`config.mk`:
```
export PLATFORM = sky130hd
export DESIGN_NAME = ibex_multdiv_arbiter
export DESIGN_NICKNAME = d
export VERILOG_FILES = /design/src/rtl/ibex_pkg.sv /design/src/rtl/ibex_rr_arbiter.sv /design/src/rtl/ibex_multdiv_arbiter.sv
export SDC_FILE = /design/constraint.sdc
export NUM_CORES = 1
export LEC_CHECK = 0
export CELL_PAD_IN_SITES_DETAIL_PLACEMENT = 0
export CELL_PAD_IN_SITES_GLOBAL_PLACEMENT = 1
export CORE_MARGIN = 10
export CORE_UTILIZATION = 26
export DETAILED_ROUTE_END_ITERATION = 10
export PLACE_DENSITY_LB_ADDON = 0.1
export SLEW_MARGIN = 10
export SYNTH_ARGS = -nofsm -noshare
export SYNTH_HDL_FRONTEND = slang
export SYNTH_SLANG_ARGS = --single-unit
```
`constraint.sdc`:
```
create_clock -name clk_i -period 2.7 [get_ports clk_i]
set_clock_uncertainty 0.15 [all_clocks]
set_input_delay 0.405 -clock clk_i [delete_from_list [all_inputs] [get_ports clk_i]]
set_output_delay 0.405 -clock clk_i [all_outputs]
set_load 0.02 [all_outputs]
```
`src/rtl/ibex_pkg.sv`:
```
// rtl/ibex_pkg.sv - shared multdiv operator and arbiter state types
// Purpose: types shared by the multdiv arbiter and its round-robin helper.
//   md_op_e     : operator presented to the multdiv unit
//   arb_state_e : ownership state of the shared multdiv unit
package ibex_pkg;

    typedef enum logic [1:0] {
        MD_OP_MULL = 2'b00,
        MD_OP_MULH = 2'b01,
        MD_OP_DIV  = 2'b10,
        MD_OP_REM  = 2'b11
    } md_op_e;

    typedef enum logic [1:0] {
        ARB_IDLE  = 2'b00,
        ARB_BUSY  = 2'b01,
        ARB_ABORT = 2'b10
    } arb_state_e;

endpackage

```
`src/rtl/ibex_rr_arbiter.sv`:
```
// rtl/ibex_rr_arbiter.sv - combinational round-robin arbiter
// Purpose: pick the first asserted request at or after the pointer, wrapping.
// Ports:
//   req_i   : request vector
//   ptr_i   : highest-priority index this cycle
//   gnt_o   : one-hot grant
//   idx_o   : index of the granted request
//   valid_o : some request was granted
module ibex_rr_arbiter #(
    parameter int NumReq = 2,
    localparam int IdxW  = $clog2(NumReq)
) (
    input  logic [NumReq-1:0] req_i,
    input  logic [IdxW-1:0]   ptr_i,
    output logic [NumReq-1:0] gnt_o,
    output logic [IdxW-1:0]   idx_o,
    output logic              valid_o
);

    // One spare bit so ptr + offset cannot overflow before the wrap compare;
    // the compare against NumReq keeps non-power-of-two counts correct.
    logic [IdxW:0]   sum;
    logic [IdxW-1:0] k;

    always_comb begin
        gnt_o   = '0;
        idx_o   = '0;
        valid_o = 1'b0;
        sum     = '0;
        k       = '0;
        for (int i = 0; i < NumReq; i++) begin
            sum = {1'b0, ptr_i} + (IdxW+1)'(i);
            if (sum >= (IdxW+1)'(NumReq)) begin
                sum = sum - (IdxW+1)'(NumReq);
            end
            k = sum[IdxW-1:0];
            if (!valid_o && req_i[k]) begin
                valid_o  = 1'b1;
                gnt_o[k] = 1'b1;
                idx_o    = k;
            end
        end
    end

endmodule

```
`src/rtl/ibex_multdiv_arbiter.sv`:
```
// rtl/ibex_multdiv_arbiter.sv - shares one multdiv unit between NumReq requesters
// Purpose: owns the multdiv unit for one whole operation, routes the result back
// to the owner and supports per-owner abort.
// Ports:
//   clk_i, rst_i                    : clock, async active-high reset
//   req_valid_i/req_ready_o         : per-requester request handshake
//   req_op_i, req_signed_mode_i     : per-requester operator and signed mode
//   req_operand_a_i/b_i             : per-requester operands
//   kill_i                          : per-requester abort of its own operation
//   rsp_valid_o/rsp_ready_i         : per-requester result handshake
//   rsp_result_o                    : shared result bus
//   busy_o                          : unit owned (BUSY or ABORT)
//   md_*_o                          : enables, selects, operator, operands to the unit
//   md_ready_id_o                   : owner ready, forwarded to the unit
//   md_valid_i, md_result_i         : unit result
module ibex_multdiv_arbiter
    import ibex_pkg::*;
#(
    parameter int NumReq = 2
) (
    input  logic              clk_i,
    input  logic              rst_i,
    input  logic [NumReq-1:0] req_valid_i,
    output logic [NumReq-1:0] req_ready_o,
    input  md_op_e            req_op_i          [NumReq],
    input  logic [1:0]        req_signed_mode_i [NumReq],
    input  logic [31:0]       req_operand_a_i   [NumReq],
    input  logic [31:0]       req_operand_b_i   [NumReq],
    input  logic [NumReq-1:0] kill_i,
    output logic [NumReq-1:0] rsp_valid_o,
    input  logic [NumReq-1:0] rsp_ready_i,
    output logic [31:0]       rsp_result_o,
    output logic              busy_o,
    output logic              md_mult_en_o,
    output logic              md_div_en_o,
    output logic              md_mult_sel_o,
    output logic              md_div_sel_o,
    output md_op_e            md_operator_o,
    output logic [1:0]        md_signed_mode_o,
    output logic [31:0]       md_operand_a_o,
    output logic [31:0]       md_operand_b_o,
    output logic              md_ready_id_o,
    input  logic              md_valid_i,
    input  logic [31:0]       md_result_i
);

    localparam int IdxW = $clog2(NumReq);

    arb_state_e      state_q, state_d;
    logic [IdxW-1:0] rr_q, rr_d;
    logic [IdxW-1:0] owner_q;
    logic [IdxW-1:0] owner_next;
    md_op_e          op_q;
    logic [1:0]      sm_q;
    logic [31:0]     a_q, b_q;

    logic [NumReq-1:0] gnt;
    logic [IdxW-1:0]   gnt_idx;
    logic              gnt_valid;
    logic              accept;
    logic              is_mult;

    ibex_rr_arbiter #(
        .NumReq (NumReq)
    ) u_rr (
        .req_i   (req_valid_i),
        .ptr_i   (rr_q),
        .gnt_o   (gnt),
        .idx_o   (gnt_idx),
        .valid_o (gnt_valid)
    );

    assign accept     = (state_q == ARB_IDLE) && gnt_valid;
    assign owner_next = (owner_q == IdxW'(NumReq-1)) ? '0 : owner_q + IdxW'(1);
    assign is_mult    = (op_q == MD_OP_MULL) || (op_q == MD_OP_MULH);
    assign busy_o     = (state_q != ARB_IDLE);

    always_ff @(posedge clk_i or posedge rst_i) begin
        if (rst_i) begin
            state_q <= ARB_IDLE;
            rr_q    <= '0;
            owner_q <= '0;
            op_q    <= MD_OP_MULL;
            sm_q    <= '0;
            a_q     <= '0;
            b_q     <= '0;
        end else begin
            state_q <= state_d;
            rr_q    <= rr_d;
            if (accept) begin
                owner_q <= gnt_idx;
                op_q    <= req_op_i[gnt_idx];
                sm_q    <= req_signed_mode_i[gnt_idx];
                a_q     <= req_operand_a_i[gnt_idx];
                b_q     <= req_operand_b_i[gnt_idx];
            end
        end
    end

    always_comb begin
        state_d          = state_q;
        rr_d             = rr_q;
        req_ready_o      = '0;
        rsp_valid_o      = '0;
        rsp_result_o     = '0;
        md_mult_en_o     = 1'b0;
        md_div_en_o      = 1'b0;
        md_mult_sel_o    = 1'b0;
        md_div_sel_o     = 1'b0;
        md_operator_o    = MD_OP_MULL;
        md_signed_mode_o = '0;
        md_operand_a_o   = '0;
        md_operand_b_o   = '0;
        md_ready_id_o    = 1'b0;
        unique case (state_q)
            ARB_IDLE: begin
                req_ready_o = gnt;
                if (gnt_valid) begin
                    state_d = ARB_BUSY;
                end
            end
            ARB_BUSY: begin
                md_mult_en_o     = is_mult;
                md_mult_sel_o    = is_mult;
                md_div_en_o      = !is_mult;
                md_div_sel_o     = !is_mult;
                md_operator_o    = op_q;
                md_signed_mode_o = sm_q;
                md_operand_a_o   = a_q;
                md_operand_b_o   = b_q;
                md_ready_id_o    = rsp_ready_i[owner_q];
                rsp_result_o     = md_result_i;
                // Kill beats a same-cycle completion and suppresses the response.
                if (kill_i[owner_q]) begin
                    state_d = ARB_ABORT;
                end else begin
                    rsp_valid_o[owner_q] = md_valid_i;
                    if (md_valid_i && rsp_ready_i[owner_q]) begin
                        state_d = ARB_IDLE;
                        rr_d    = owner_next;
                    end
                end
            end
            ARB_ABORT: begin
                // One cycle with enables low returns the unit to its idle state.
                state_d = ARB_IDLE;
                rr_d    = owner_next;
            end
            default: begin
                state_d = ARB_IDLE;
            end
        endcase
    end

endmodule

```
After elaboration in Yosys (flattened, before gate mapping)
Index checks and enable logic that the tools add are counted.

word-level totals
  flip-flop bits (word level) = 72
  logic and storage cells = 98

cells by class
  bitwise logic cells = 3
  equal/unequal tests = 7
  reductions and logical operators = 15
  order comparisons = 9
  add/subtract/negate cells = 4
  mux-type cells = 53

operators by type and width
  kind                                                                                  number
  32-bit two-way mux                                                                    9
  2-bit two-way mux                                                                     16
  1-bit two-way mux                                                                     23
  1-bit logical AND                                                                     6
  1-bit by 2-bit < comparator with 1-bit output (second input constant)                 3
  2-bit != test (second input constant)                                                 3
  2-bit by 1-bit equality test with 1-bit output (second input constant)                2
  2-bit greater-or-equal comparator (second input constant)                             2
  2-bit zero test                                                                       2
  2-bit case mux with 2 select lines                                                    1
  2-bit nonzero test                                                                    2
  1-bit demux with 1-bit select                                                         3
  1-bit greater-or-equal comparator (second input constant)                             3
  3-bit != test (second input constant)                                                 1
  3-bit AND reduction                                                                   1
  1-bit by 1-bit adder with 2-bit output (second input constant)                        1
  2-bit AND                                                                             1
  2-bit equality test (second input constant)                                           1
  1-bit by 2-bit greater-or-equal comparator with 1-bit output (second input constant)  1
  1-bit zero test                                                                       2
  1-bit inverter with 2-bit output                                                      1
  2-bit OR                                                                              1
  1-bit case mux with 2 select lines                                                    1
  2-bit AND reduction                                                                   1
  3 further kinds                                                                       4

Depth between registers and ports, before layout
Gate-level depths: netlist of run 1.

  word-level depth = 12
  depth in mapped cells = 8

Modules after synthesis
From an unflattened synthesis of run 1, not the netlist that was laid out.

second synthesis, totals
  cells, all modules = 442
  area, all modules = 4121.5 um^2

modules (own cells, without submodules)
  module                area an instance (um^2)  instances  seq. area each (um^2)  cells each
  ibex_multdiv_arbiter  4088.9                   1          1801.7                 437
  ibex_rr_arbiter       32.5                     1          0.0                    5

Least setup slack after synthesis of run 1
No wires, ideal clock.

  path type = reg-to-output
  start = reg state_q[1]
  end = out req_ready_o[1]
  buffers on the path = 1
  arrival time = 1.447 ns
  path slack = 0.698 ns
  cell stages (with the launch flop) = 5
  required time = 2.145 ns
  path through = dfrtp_1 > nor2_1 > clkbuf_1 > inv_2 > nor2_1

on the way
  word-level cells in the longest chain between the ends = 2

RTL lines
  element                 RTL line                     source
  from (decl)             ibex_multdiv_arbiter.sv:49   arb_state_e state_q, state_d;
  from (signal assigned)  ibex_multdiv_arbiter.sv:88   state_q <= state_d;
  2-bit zero test         ibex_multdiv_arbiter.sv:115  unique case (state_q)
  2-bit two-way mux       ibex_multdiv_arbiter.sv:115
  to (decl)               ibex_multdiv_arbiter.sv:24   output logic [NumReq-1:0] req_ready_o,

Every way passes these cells.

Worst setup path in the final report of run 1
  start = reg state_q[1]
  end = out md_operand_a_o[3]

on the way
  word-level cells in the longest chain between the ends = 2

RTL lines
  element                                         RTL line                     source
  2-bit by 1-bit equality test with 1-bit output  ibex_multdiv_arbiter.sv:115
  32-bit two-way mux                              ibex_multdiv_arbiter.sv:115
  to (decl)                                       ibex_multdiv_arbiter.sv:40   output logic [31:0] md_operand_a_o,

Every way passes these cells.

==> results summary, run 1 <==
The data arrival time of the worst path came out at around 2.1 ns. Entering global routing, the biggest net connects ~140 pins. The design draws 8.30 mW. Leaving out fill and tap cells, the most frequent cells in the layout are sky130_fd_sc_hd__clkdlybuf4s50_1, sky130_fd_sc_hd__and2_1, sky130_fd_sc_hd__dfrtp_1, sky130_fd_sc_hd__nand3b_1, sky130_fd_sc_hd__o21ai_0. The number of I/O port buffers is 286. The worst setup path is of the reg2out kind. Along the worst hold path, the cell count comes to 3. The fraction of layout instances using a drive strength above 1 is 7.55%. The maximum buffer depth of the clock tree came out at 2.

The number of top-level design ports came out at ~290. The worst setup path is captured at an output port. The path length in cells of the critical path is 4. The die covers 23,700 µm². The final number of max-transition violations is 0. The register bit count reported by yosys is a little over 70. In this run the power density over the cells is 1040 nW/µm².

The number of clock sinks is 72. Measured on the finished design, the core utilization comes to a little under half. After the last flow step, the layout net total stands at around 970.

The width of the die is ~150 µm. The deepest level of the CTS H-tree came out at 3. The average footprint of a synthesized cell came out at about 8.6 µm². The starting density of the core came out at 26.8%. Relative to the synthesized area, the layout overhead comes to 71.6%. Registers take 1800 µm². The total core area came out at between 15,000 and 20,000 µm².

The share of the Yosys chip area taken by registers is 38.6%. The vertical die dimension is about 150 µm. In this run the cell area of the synthesized design comes to about 4700 µm².

The Yosys warning count came out at 0. In the routed design, unresolved DRC markers number 0. The final-report hold violation count came out at 0. Sorting the synthesized cells by area gives the leading types as sky130_fd_sc_hd__dfrtp_1, sky130_fd_sc_hd__and2_1, sky130_fd_sc_hd__nand3b_1. Setup repair after global routing could not meet its margin everywhere.

The maximum fanout along the worst path came out at 18. The worst setup slack after layout is around 0.079 ns. In this run the worst hold path is classified as in2reg.

The detailed placer's ending HPWL is between 15,000 and 20,000 µm. The leakage power is approximately 3.4 nW. The non-filler instance count after layout came out at slightly above 1,000.

The logic gate share of total power is approximately 63%. The number of filler instances in the final layout is around 1,700. The largest individual stage delay along the critical path comes from the cell sky130_fd_sc_hd__clkdlybuf4s50_1. The worst vdd rail ir drop came out at 0.000690 V. Clock tree synthesis selected as its root buffer the cell sky130_fd_sc_hd__clkbuf_16. The worst setup path is launched from a register. The number of placed instances with taps included is between 1,000 and 1,500. The initial antenna violation count is 2. Of the total power, the share spent switching nets is 44.1%. TritonCTS built the clock tree.

The post-CTS setup buffer count came out at 0. After clock tree synthesis, the clock-pin slew on the worst setup and hold paths is 0.06 ns. The top-area cell type share of the netlist area came out at 38.6%. The via density per instance came out at ~5.1. The run finished with clean final reports. The total congestion overflow is 0. The via count is roughly 5,200. The sequential cell fraction of total power came out at around 23%. The final clock period utilization by the worst path came out at 97.1%. The signal on the critical path passes through nor2b_4, buf_4, and2_1, clkdlybuf4s50_1.

Summing all multi-input logic gate instances after layout gives between 2000 and 3000 µm². Routability-driven placement finished with a final weighted congestion of about 0.87. The relative contribution of the clock network to total power came out at a little over an eighth. The post-place setup slack is approximately 0.13 ns. The final setup TNS is 0 ns. The setup violation total in the final timing report came out at 0. The internal portion of the total power is approximately 4.6 mW. The via count of the first global-routing pass came out at about 5,400.

The post-synthesis instance total is between 500 and 600. Across every metal layer, demand over resource in global routing totals ~18%. The worst register-to-register path has a depth of 5. The total nets after synthesis came out at around 720. After detailed routing, the total wire length is approximately 22,000 µm.

The slew at the pin with the worst max-slew slack came out at ~1.1 ns. The number of different library cells in the post-synthesis netlist is 27. Leaving out fill and tap cells, the most frequent cell in the layout is sky130_fd_sc_hd__clkdlybuf4s50_1. The number of maximum-capacitance violations came out at 0.

The required time of the critical path is about 2.1 ns. The clock network latency to the later pin of the worst-skew pair came out at 0.34 ns. Summed over all nets, the switching power comes to between 3 and 4 mW.

The final critical path time including I/O delays and setup came out at approximately 2.6 ns. The detailed-routing iteration count for the pre-antenna-repair pass came out at 4. The fmax is 382 MHz. Counting both buffers and inverters, the worst setup path holds a total of 2.

For this run, the slowest stage of the critical path takes between 0.6 and 0.7 ns. The detail-routed net length per standard cell came out at around 21 µm. The final design instance area without fill came out at roughly 8000 µm². The first global-routing pass estimated about 34,000 µm of wire. The count of nets left with antenna violations once routing finished came out at 0. In this run the core area contains 48 standard-cell rows. Final hold analysis gives a worst-case slack of between 0.2 and 0.25 ns. The number of CTS-inserted buffers came out at 9. On the critical path the largest part of the delay comes from buffers and inverters. The relative slew slack came out at ~28%.

The count of routing violations after the opening detailed-route iteration came out at between 200 and 300. The synthesized design spends more area on one cell type than any other, namely sky130_fd_sc_hd__dfrtp_1. The placed instances occupy a cell area of approximately 7700 µm².
## cells by family (layout without fill, tap and decap cells)
family | count (synthesis) | count (layout) | synth area share (%)
AO/OA/AOI/OAI | 209 | 209 | 27.2
AND/OR/NAND/NOR | 190 | 190 | 27.0
multiplexers | 2 | 2 | 0.429
other | 0 | 2 | 0
flip-flops | 72 | 72 | 38.6
buffers and inverters | 72 | 322 | 6.76
## sequential cells by signal (all words and copies together), names as in the netlist
register and flops:
a_q 32, op_q 2, rr_q 1, b_q 32
owner_q 1, state_q 2, sm_q 2
## final timing paths
| kind | from | to | slack (ns) |
|---|---|---|---|
| worst max register to register | state_q[1] | b_q[8] | 0.54 |
| max in group asynchronous | rst_i | a_q[26] | 1.48 |
| min in group asynchronous | rst_i | b_q[19] | 0.32 |
| worst max-delay path | state_q[1] | md_operand_a_o[3] | 0.08 |
| worst min register to register | b_q[6] | b_q[6] | 0.39 |
| worst min-delay path | req_valid_i[1] | owner_q | 0.24 |
## worst reg2reg max path: stages, from the launching register on
cell and delay [ns]:
sky130_fd_sc_hd__dfrtp_1 0.47, sky130_fd_sc_hd__nor2_4 0.18, sky130_fd_sc_hd__buf_4 0.30, sky130_fd_sc_hd__and2_2 0.37, sky130_fd_sc_hd__buf_12 0.32, sky130_fd_sc_hd__a31oi_1 0.23
## synth_stat cells
library cell,number
sky130_fd_sc_hd__a211o_1,1
sky130_fd_sc_hd__nor2b_1,3
sky130_fd_sc_hd__nand2b_1,2
sky130_fd_sc_hd__clkbuf_1,55
sky130_fd_sc_hd__o211ai_1,1
sky130_fd_sc_hd__buf_4,2
sky130_fd_sc_hd__nor3_1,1
sky130_fd_sc_hd__a21oi_1,68
sky130_fd_sc_hd__or2_1,2
sky130_fd_sc_hd__and2_1,102
sky130_fd_sc_hd__nor4b_1,1
sky130_fd_sc_hd__and3_1,1
sky130_fd_sc_hd__nor3b_1,1
sky130_fd_sc_hd__mux2i_1,2
sky130_fd_sc_hd__o2bb2ai_1,1
sky130_fd_sc_hd__o21ai_0,69
sky130_fd_sc_hd__a31oi_2,20
sky130_fd_sc_hd__inv_1,3
sky130_fd_sc_hd__nor2_1,5
sky130_fd_sc_hd__a31oi_1,48
sky130_fd_sc_hd__nand2_1,3
sky130_fd_sc_hd__buf_2,6
sky130_fd_sc_hd__nand3b_1,69
sky130_fd_sc_hd__buf_6,4
sky130_fd_sc_hd__dfrtp_1,72
sky130_fd_sc_hd__a311oi_1,1
sky130_fd_sc_hd__inv_2,2
## final cells by class
cell class,instances,share of cell area [%]
Clock inverter,3,0.219
Clock buffer,12,3.20
Antenna cell,2,0.0625
Inverter,5,0.250
Tap cell,225,3.52
Multi-Input combinational cell,401,32.1
Timing Repair Buffer,302,38.1
Sequential cell,72,22.5
## per-layer routing
layer | wire, µm | GRT usage (%) | part of all wire, %
met5 | 13 | 0 | 0.060
met2 | 9940 | 27.6 | 46
met1 | 9450 | 22.8 | 43
met3 | 1990 | 6.14 | 9.2
met4 | 388 | 6.12 | 1.8
## power by group through the flow
stage | Clock, mW | Combinational, mW | Sequential, mW
2_1_floorplan | 0 | 3.11 | 1.82
5_1_grt | 1.21 | 5.68 | 2.01
3_5_place_dp | 0 | 5.47 | 1.94
6_report | 1.14 | 5.23 | 1.93
4_1_cts | 1.17 | 5.38 | 1.93
3_3_place_gp | 0 | 5.41 | 1.93
## repair_timing
item | CTS | global route
endpoints found under the setup margin | 85 | 27
hold buffers | 0 | 0
cloned | 1 | 0
resized for setup | 42 | 25
Note: power is estimated with default switching activity, not from simulation.
==> inputs of run 2 (changes only) <==
GPL_TIMING_DRIVEN = 0   (was not set)
==> results summary, run 2 (synthesized netlist as in run 1, its figures left out) <==
The flow ran to the end, and the final reports show no timing, DRC or antenna violations. The leakage power came out at 3.36 nW. Across the whole layout, storage elements account for 1800 µm². The starting density of the core is around 27%.

The worst vdd rail ir drop is a little under 0.0005 V. Data arrives at the worst endpoint at around 2.0 ns. The placer's final routability congestion estimate is about 0.84.

The largest registers in the layout are a_q: 32 flops, b_q: 32 flops. The floorplan step defined a die boundary enclosing about 24,000 µm². The classification of the worst-slack hold path is in2async. The relative contribution of the clock network to total power came out at 15.2%. Hold is met by between 0.2 and 0.3 ns.

The width of the die came out at 154 µm. At the pin with the least slew margin, the transition time is around 0.66 ns. The tree is rooted in a sky130_fd_sc_hd__clkbuf_16. The diode insertion count for antenna repair came out at 0.

The longest clock path from root to sink contains 2 buffers. The final-report hold violation count is 0. The library cell used most frequently in the layout, excluding fill and tap cells, is sky130_fd_sc_hd__clkdlybuf4s50_1. Timing would allow up to slightly below 400 MHz.

The pin count of the biggest net entering global routing came out at between 40 and 50. The internal portion of total power came out at ~4.6 mW. The core region is 17,400 µm².

Of all nets on the critical path, the largest fanout is 10. For this design, the CTS-stage hold fixing added 0 buffers. The detailed-route DRC error count came out at 0.

The number of I/O port buffers came out at between 200 and 300. The highest cell delay on the worst timing path is around 0.65 ns. Sequential cells burn between 20% and 30% of the power. The setup violation total in the final timing report is 0. The finished cells cover 8110 µm².

STA classifies the critical path startpoint as a register. The layout has around 1,700 filler cells. Summing all multi-input logic gate instances after layout gives 2560 µm². The number of placement rows came out at 48. The number of top-level design ports came out at 287. The fraction of layout instances using a drive strength above 1 came out at 8.02%. In this run the remaining antenna-violating nets after routing total 0. The number of CTS-inserted buffers came out at 9. The logic gate share of total power came out at between 60% and 70%. The worst-path cell with the longest stage delay is sky130_fd_sc_hd__clkdlybuf4s50_1. The initial antenna violation count came to 1. The startpoint identified for the worst register-to-register timing path is rr_q. The first detailed-routing pass ran for 5 iterations. At the worst endpoint, the required time is 2.14 ns. The number of maximum-capacitance violations came out at 0. The worst path in the final design needs a cycle of roughly 2.6 ns, including I/O delays and setup.

The detail-routed net length per standard cell is 20.8 µm. Wires add up to 22,300 µm. The deepest level of the CTS H-tree came out at 3. The final number of max-transition violations came to 0.

At the end of the flow, the number of nets in the layout was a little over 1,000. The overall track demand over capacity in global routing is a little under a fifth. STA classifies the critical path endpoint as an output port. The total congestion overflow came out at 0. The switching part of the total power is approximately 45%. CTS saw between 70 and 80 sinks. The critical path is of the reg2out type. In this run the power density over the cells is roughly 1000 nW/µm².

The register clock-pin slew on the reported worst setup and hold paths came out at roughly 0.060 ns. The switching power summed over all nets came out at ~3.7 mW. Clock latency on the worst-skew pair, taken at its later pin, is ~0.33 ns. The cell area after placement is 7830 µm². The top cell types in the final layout, fill and taps aside, are sky130_fd_sc_hd__clkdlybuf4s50_1, sky130_fd_sc_hd__and2_1, sky130_fd_sc_hd__dlygate4sd2_1, sky130_fd_sc_hd__dfrtp_1. Traced cell by cell, the critical path runs through nor2b_4, clkbuf_4, and2_1, clkdlybuf4s50_1.

Headroom to the max-slew limit came out at 55.7%. The via count of the first global-routing pass came out at between 5,000 and 6,000. The wire length of the first global-routing pass came out at about 34,000 µm. The launching instance or port of the critical path is state_q[0]. The routed layout has 5,364 vias. The clock tree from TritonCTS is done.

The count of routing violations after the opening detailed-route iteration came out at about 230. The floorplan step set the die height to between 150 and 200 µm. The layout-stage area growth over the synthesis result is 73.8%.

The detailed placer's ending HPWL is approximately 17,000 µm. Of the available clock period, the critical path in the final layout requires between 90 and 100%. The via density per instance is approximately 5. At the end of the flow the core is filled with cells to 46.5%.
run 2: cell types whose count changed in the layout (fill, tap and decap cells not counted), sizes merged, moves of 2 or more:
cell	before	now
clkbuf	12	67
dlygate4sd2	41	82
diode	2	0
buf	16	14
clkdlybuf4s50	219	199
dlymetal6s2s	25	4
run 2: timing repair:
action                                  CTS  global route
pin swaps                                 1             0
gates resized for setup                 101             7
endpoints found under the setup margin  105            33
setup buffers                             1             0
run 2: cell type report:
type                    instances  share of cell area (%)
well taps                     225                    3.47
flip-flops and latches         72                    22.2
clock buffers                  12                    3.29
repair buffers                287                    34.5
plain buffers                  67                    4.03
multi-input cells             401                    31.6
clock inverters                 4                   0.633
inverters                       5                   0.262
run 2: metrics by stage:
step,std cells,power (mW),setup WS (ns),TNS [ns]
after floorplan,545,4.93,0.320,0
after global placement,1055,7.44,-1.18,-103.51
after detailed placement,1056,7.51,-0.348,-20.75
after CTS,1073,8.47,0.0435,0
after global routing,1073,8.97,-0.00687,-0.0121
final,1073,8.36,0.108,0
run 2: critical path, delay by kind of cell (launching register included):
kind | cells | cell delay, ns
buffers and inverters | 2 | 0.88
flip-flops | 1 | 0.45
AND/OR/NAND/NOR | 2 | 0.36
run 2: power by group through the flow:
stage                     sequential (mW)  clock [mW]  combinational, mW
final                                1.91        1.27               5.18
after global routing                 1.98        1.34               5.65
after detailed placement             1.91           0               5.60
after CTS                            1.91        1.30               5.27
after floorplan                      1.82           0               3.11
after global placement               1.89           0               5.55
run 2: path summary, 6_finish.rpt:
check,slack [ns],to,cells after the start
max,0.11,rsp_result_o[1],4
min,0.29,b_q[11],2
max reg2reg,0.56,a_q[31],5
min reg2reg,0.39,a_q[26],2
max in group asynchronous,1.54,op_q[1],3
min in group clk_i,0.39,a_q[26],2
run 2: layer usage:
| layer | up-vias | track usage (%) | share of wire, % |
|---|---|---|---|
| met1 | 2539 | 22.3 | 43 |
| li1 | 2549 | - | - |
| met4 | 2 | 5.76 | 1.8 |
| met2 | 252 | 28.9 | 46 |
| met5 | - | 0 | 0.072 |
| met3 | 22 | 6.33 | 9.0 |
==> inputs of run 3 (changes only) <==
CORE_UTILIZATION = 44   (was 26)
DONT_BUFFER_PORTS = 1   (was not set)
==> results summary, run 3 (synthesized netlist as in run 1, its figures left out) <==
For this design the static power due to leakage is between 1.5 and 2 nW. The slowest stage of the critical path belongs to the cell sky130_fd_sc_hd__dfrtp_1. TritonCTS built the clock tree. The count of buffering cells on the critical path with inverters included came out at 2. The final clock period utilization by the worst path came out at between 90% and 100%.

The diode insertion count for antenna repair is 0. STA classifies the critical path endpoint as an output port. The worst-case IR drop observed on VDD is between 0.0006 and 0.0007 V.

The overall power is ~7 mW. Setup repair after global routing left no endpoint under its margin. The starting density of the core came out at a little under half. The wire length on met2 is ~8600 µm.

The maximum buffer depth of the clock tree is 2. The maximum fanout along the worst path came out at 10. The via count of the first global-routing pass came out at approximately 4,300. Dividing the detail-routed wire length by the instance count gives approximately 25 µm. The layout net count is 735.

The critical path goes through nor2_2, clkbuf_2, inv_2, nor2_2. The fmax came out at between 400 and 500 MHz. The width of the die came out at 123 µm.

In this design, the critical path's most frequently occurring cell is sky130_fd_sc_hd__nor2_2. In the layout the commonest cells are sky130_fd_sc_hd__and2_1, sky130_fd_sc_hd__dfrtp_1, sky130_fd_sc_hd__nand3b_1, sky130_fd_sc_hd__o21ai_0, sky130_fd_sc_hd__a21oi_1. The deepest level of the CTS H-tree came out at 3.

The register clock-pin slew on the reported worst setup and hold paths came out at 0.08 ns. For the pin with the worst max-slew slack, the measured transition is about 0.86 ns. The detailed-routing iteration count for the pre-antenna-repair pass is 5. The run finished with clean final reports. STA classifies the critical path startpoint as a register.

The number of clock sinks is slightly above 70. For this design the ratio of total power to cell area is 1320 nW/µm². During placement, the flow inserted port buffers numbering 0. The highest cell delay on the worst timing path is 0.42 ns.

For the worst setup path, the data arrival time is ~1.9 ns. The detailed-route DRC error count is 0. The path length in cells of the critical path came out at 4. The required time of the critical path is ~2.1 ns. The area growth from synthesis to layout is 10.3%. The critical path's top delay family is simple AND/OR/NAND/NOR gates.

The vertical die dimension is between 100 and 150 µm. The final number of max-transition violations came out at 0. In this run the count of I/O pins placed on the die edge is 287. Routability-driven placement finished with a final weighted congestion of about 0.83. The count of routing violations after the opening detailed-route iteration is ~320. The number of CTS-inserted buffers is 9. The relative slew slack came out at 42.8%. The clock reaches the later pin of the worst-skew pair after between 0.3 and 0.4 ns. The worst hold path passes through 2 cells. The die covers around 15,000 µm². The initial antenna violation count came out at 0.

The routed design could run at a clock period as short as around 2.4 ns. The detailed route wirelength on metal3 is 1850 µm. After detailed routing, the wire length on met1 is around 6700 µm.

The post-place setup slack is about 0.11 ns. The root cell of the clock tree is sky130_fd_sc_hd__clkbuf_8. The number of routed nets with antenna violations is 0.

The final-report hold violation count is 0. In the final layout, the registers with the most flip-flops are a_q: 32 flops, b_q: 32 flops. The total core area is between 10,000 and 15,000 µm². The path depth of the worst reg2reg path came out at 5.

The number of placement rows is 37. The fraction of layout instances using a drive strength above 1 is a little over a tenth. The via count is about 4,200.

The overall track demand over capacity in global routing is between 20% and 30%. The pin count of the biggest net entering global routing is between 40 and 50. The detailed-route wire length came out at 17,400 µm. Across the run, the number of max-cap violations was 0. The worst setup slack after layout is about 0.25 ns. In this run the worst hold path is classified as in2reg. The wire length of the first global-routing pass is roughly 25,000 µm.

Adding up every negative setup slack in the final design gives 0 ns. The number of filler instances in the final layout is between 1,000 and 1,500. The detailed placer's ending HPWL is between 10,000 and 15,000 µm. The highest routing layer actually used is met4. The total congestion overflow is 0. Setup violations remaining at the end of the flow were counted as 0. The most common library cell in the layout ignoring fill and taps is sky130_fd_sc_hd__and2_1. Dividing the detail-routed via count by the number of cells gives slightly above 6. By startpoint and endpoint, the worst setup path is classified as reg2out.
[run 3: path summary, 6_finish.rpt]
check	start	endpoint	slack (ns)
min in group asynchronous	rst_i	b_q[9]	0.39
min	req_operand_a_i[61]	a_q[29]	0.07
max reg2reg	rr_q	a_q[15]	0.70
min reg2reg	b_q[29]	b_q[29]	0.39
max	state_q[1]	req_ready_o[1]	0.25
max in group asynchronous	rst_i	a_q[7]	1.45
[run 3: routing by layer]
layer | global-route usage (%) | vias to the layer above
li1 | - | 1966
met1 | 25.9 | 2055
met2 | 35.2 | 214
met3 | 7.61 | 14
met4 | 5.01 | 0
met5 | 0 | -
[run 3: repair_timing]
action,CTS,global route
hold buffers,1,0
setup buffers,0,0
cloned,0,0
resized for setup,3,14
endpoints found under the setup margin,83,80
endpoints found under the hold margin,29,0
[run 3: final cells by class]
class                   count  area (µm²)  share of cell area [%]
multi-input cells         401        2550                    49.6
well taps                 136         170                    3.31
repair buffers              2        37.5                   0.730
clock buffers              11         151                    2.94
flip-flops and latches     72        1800                    35.0
plain buffers              67         308                    5.98
clock inverters             5         103                    1.99
inverters                   5        21.3                   0.413
[run 3: metrics by stage]
| stage | instance area [µm²] | std cells | hold slack (ns) | utilization, % |
|---|---|---|---|---|
| after detailed placement | 4860 | 682 | 0.161 | 47.1 |
| after global routing | 5140 | 699 | 0.0587 | 49.8 |
| final | 5140 | 699 | 0.0681 | 49.8 |
| after CTS | 5130 | 699 | 0.0580 | 49.7 |
| after global placement | 4830 | 681 | 0.370 | 46.8 |
| after floorplan | 4660 | 545 | 0.357 | - |
[run 3: report_power, final]
group	total [mW]	internal, mW	leakage, nW	switching, mW
Combinational	3.82	1.15	0.938	2.67
Clock	1.09	0.663	0.126	0.428
Sequential	1.89	1.63	0.807	0.263
Total	6.80	3.44	1.87	3.36
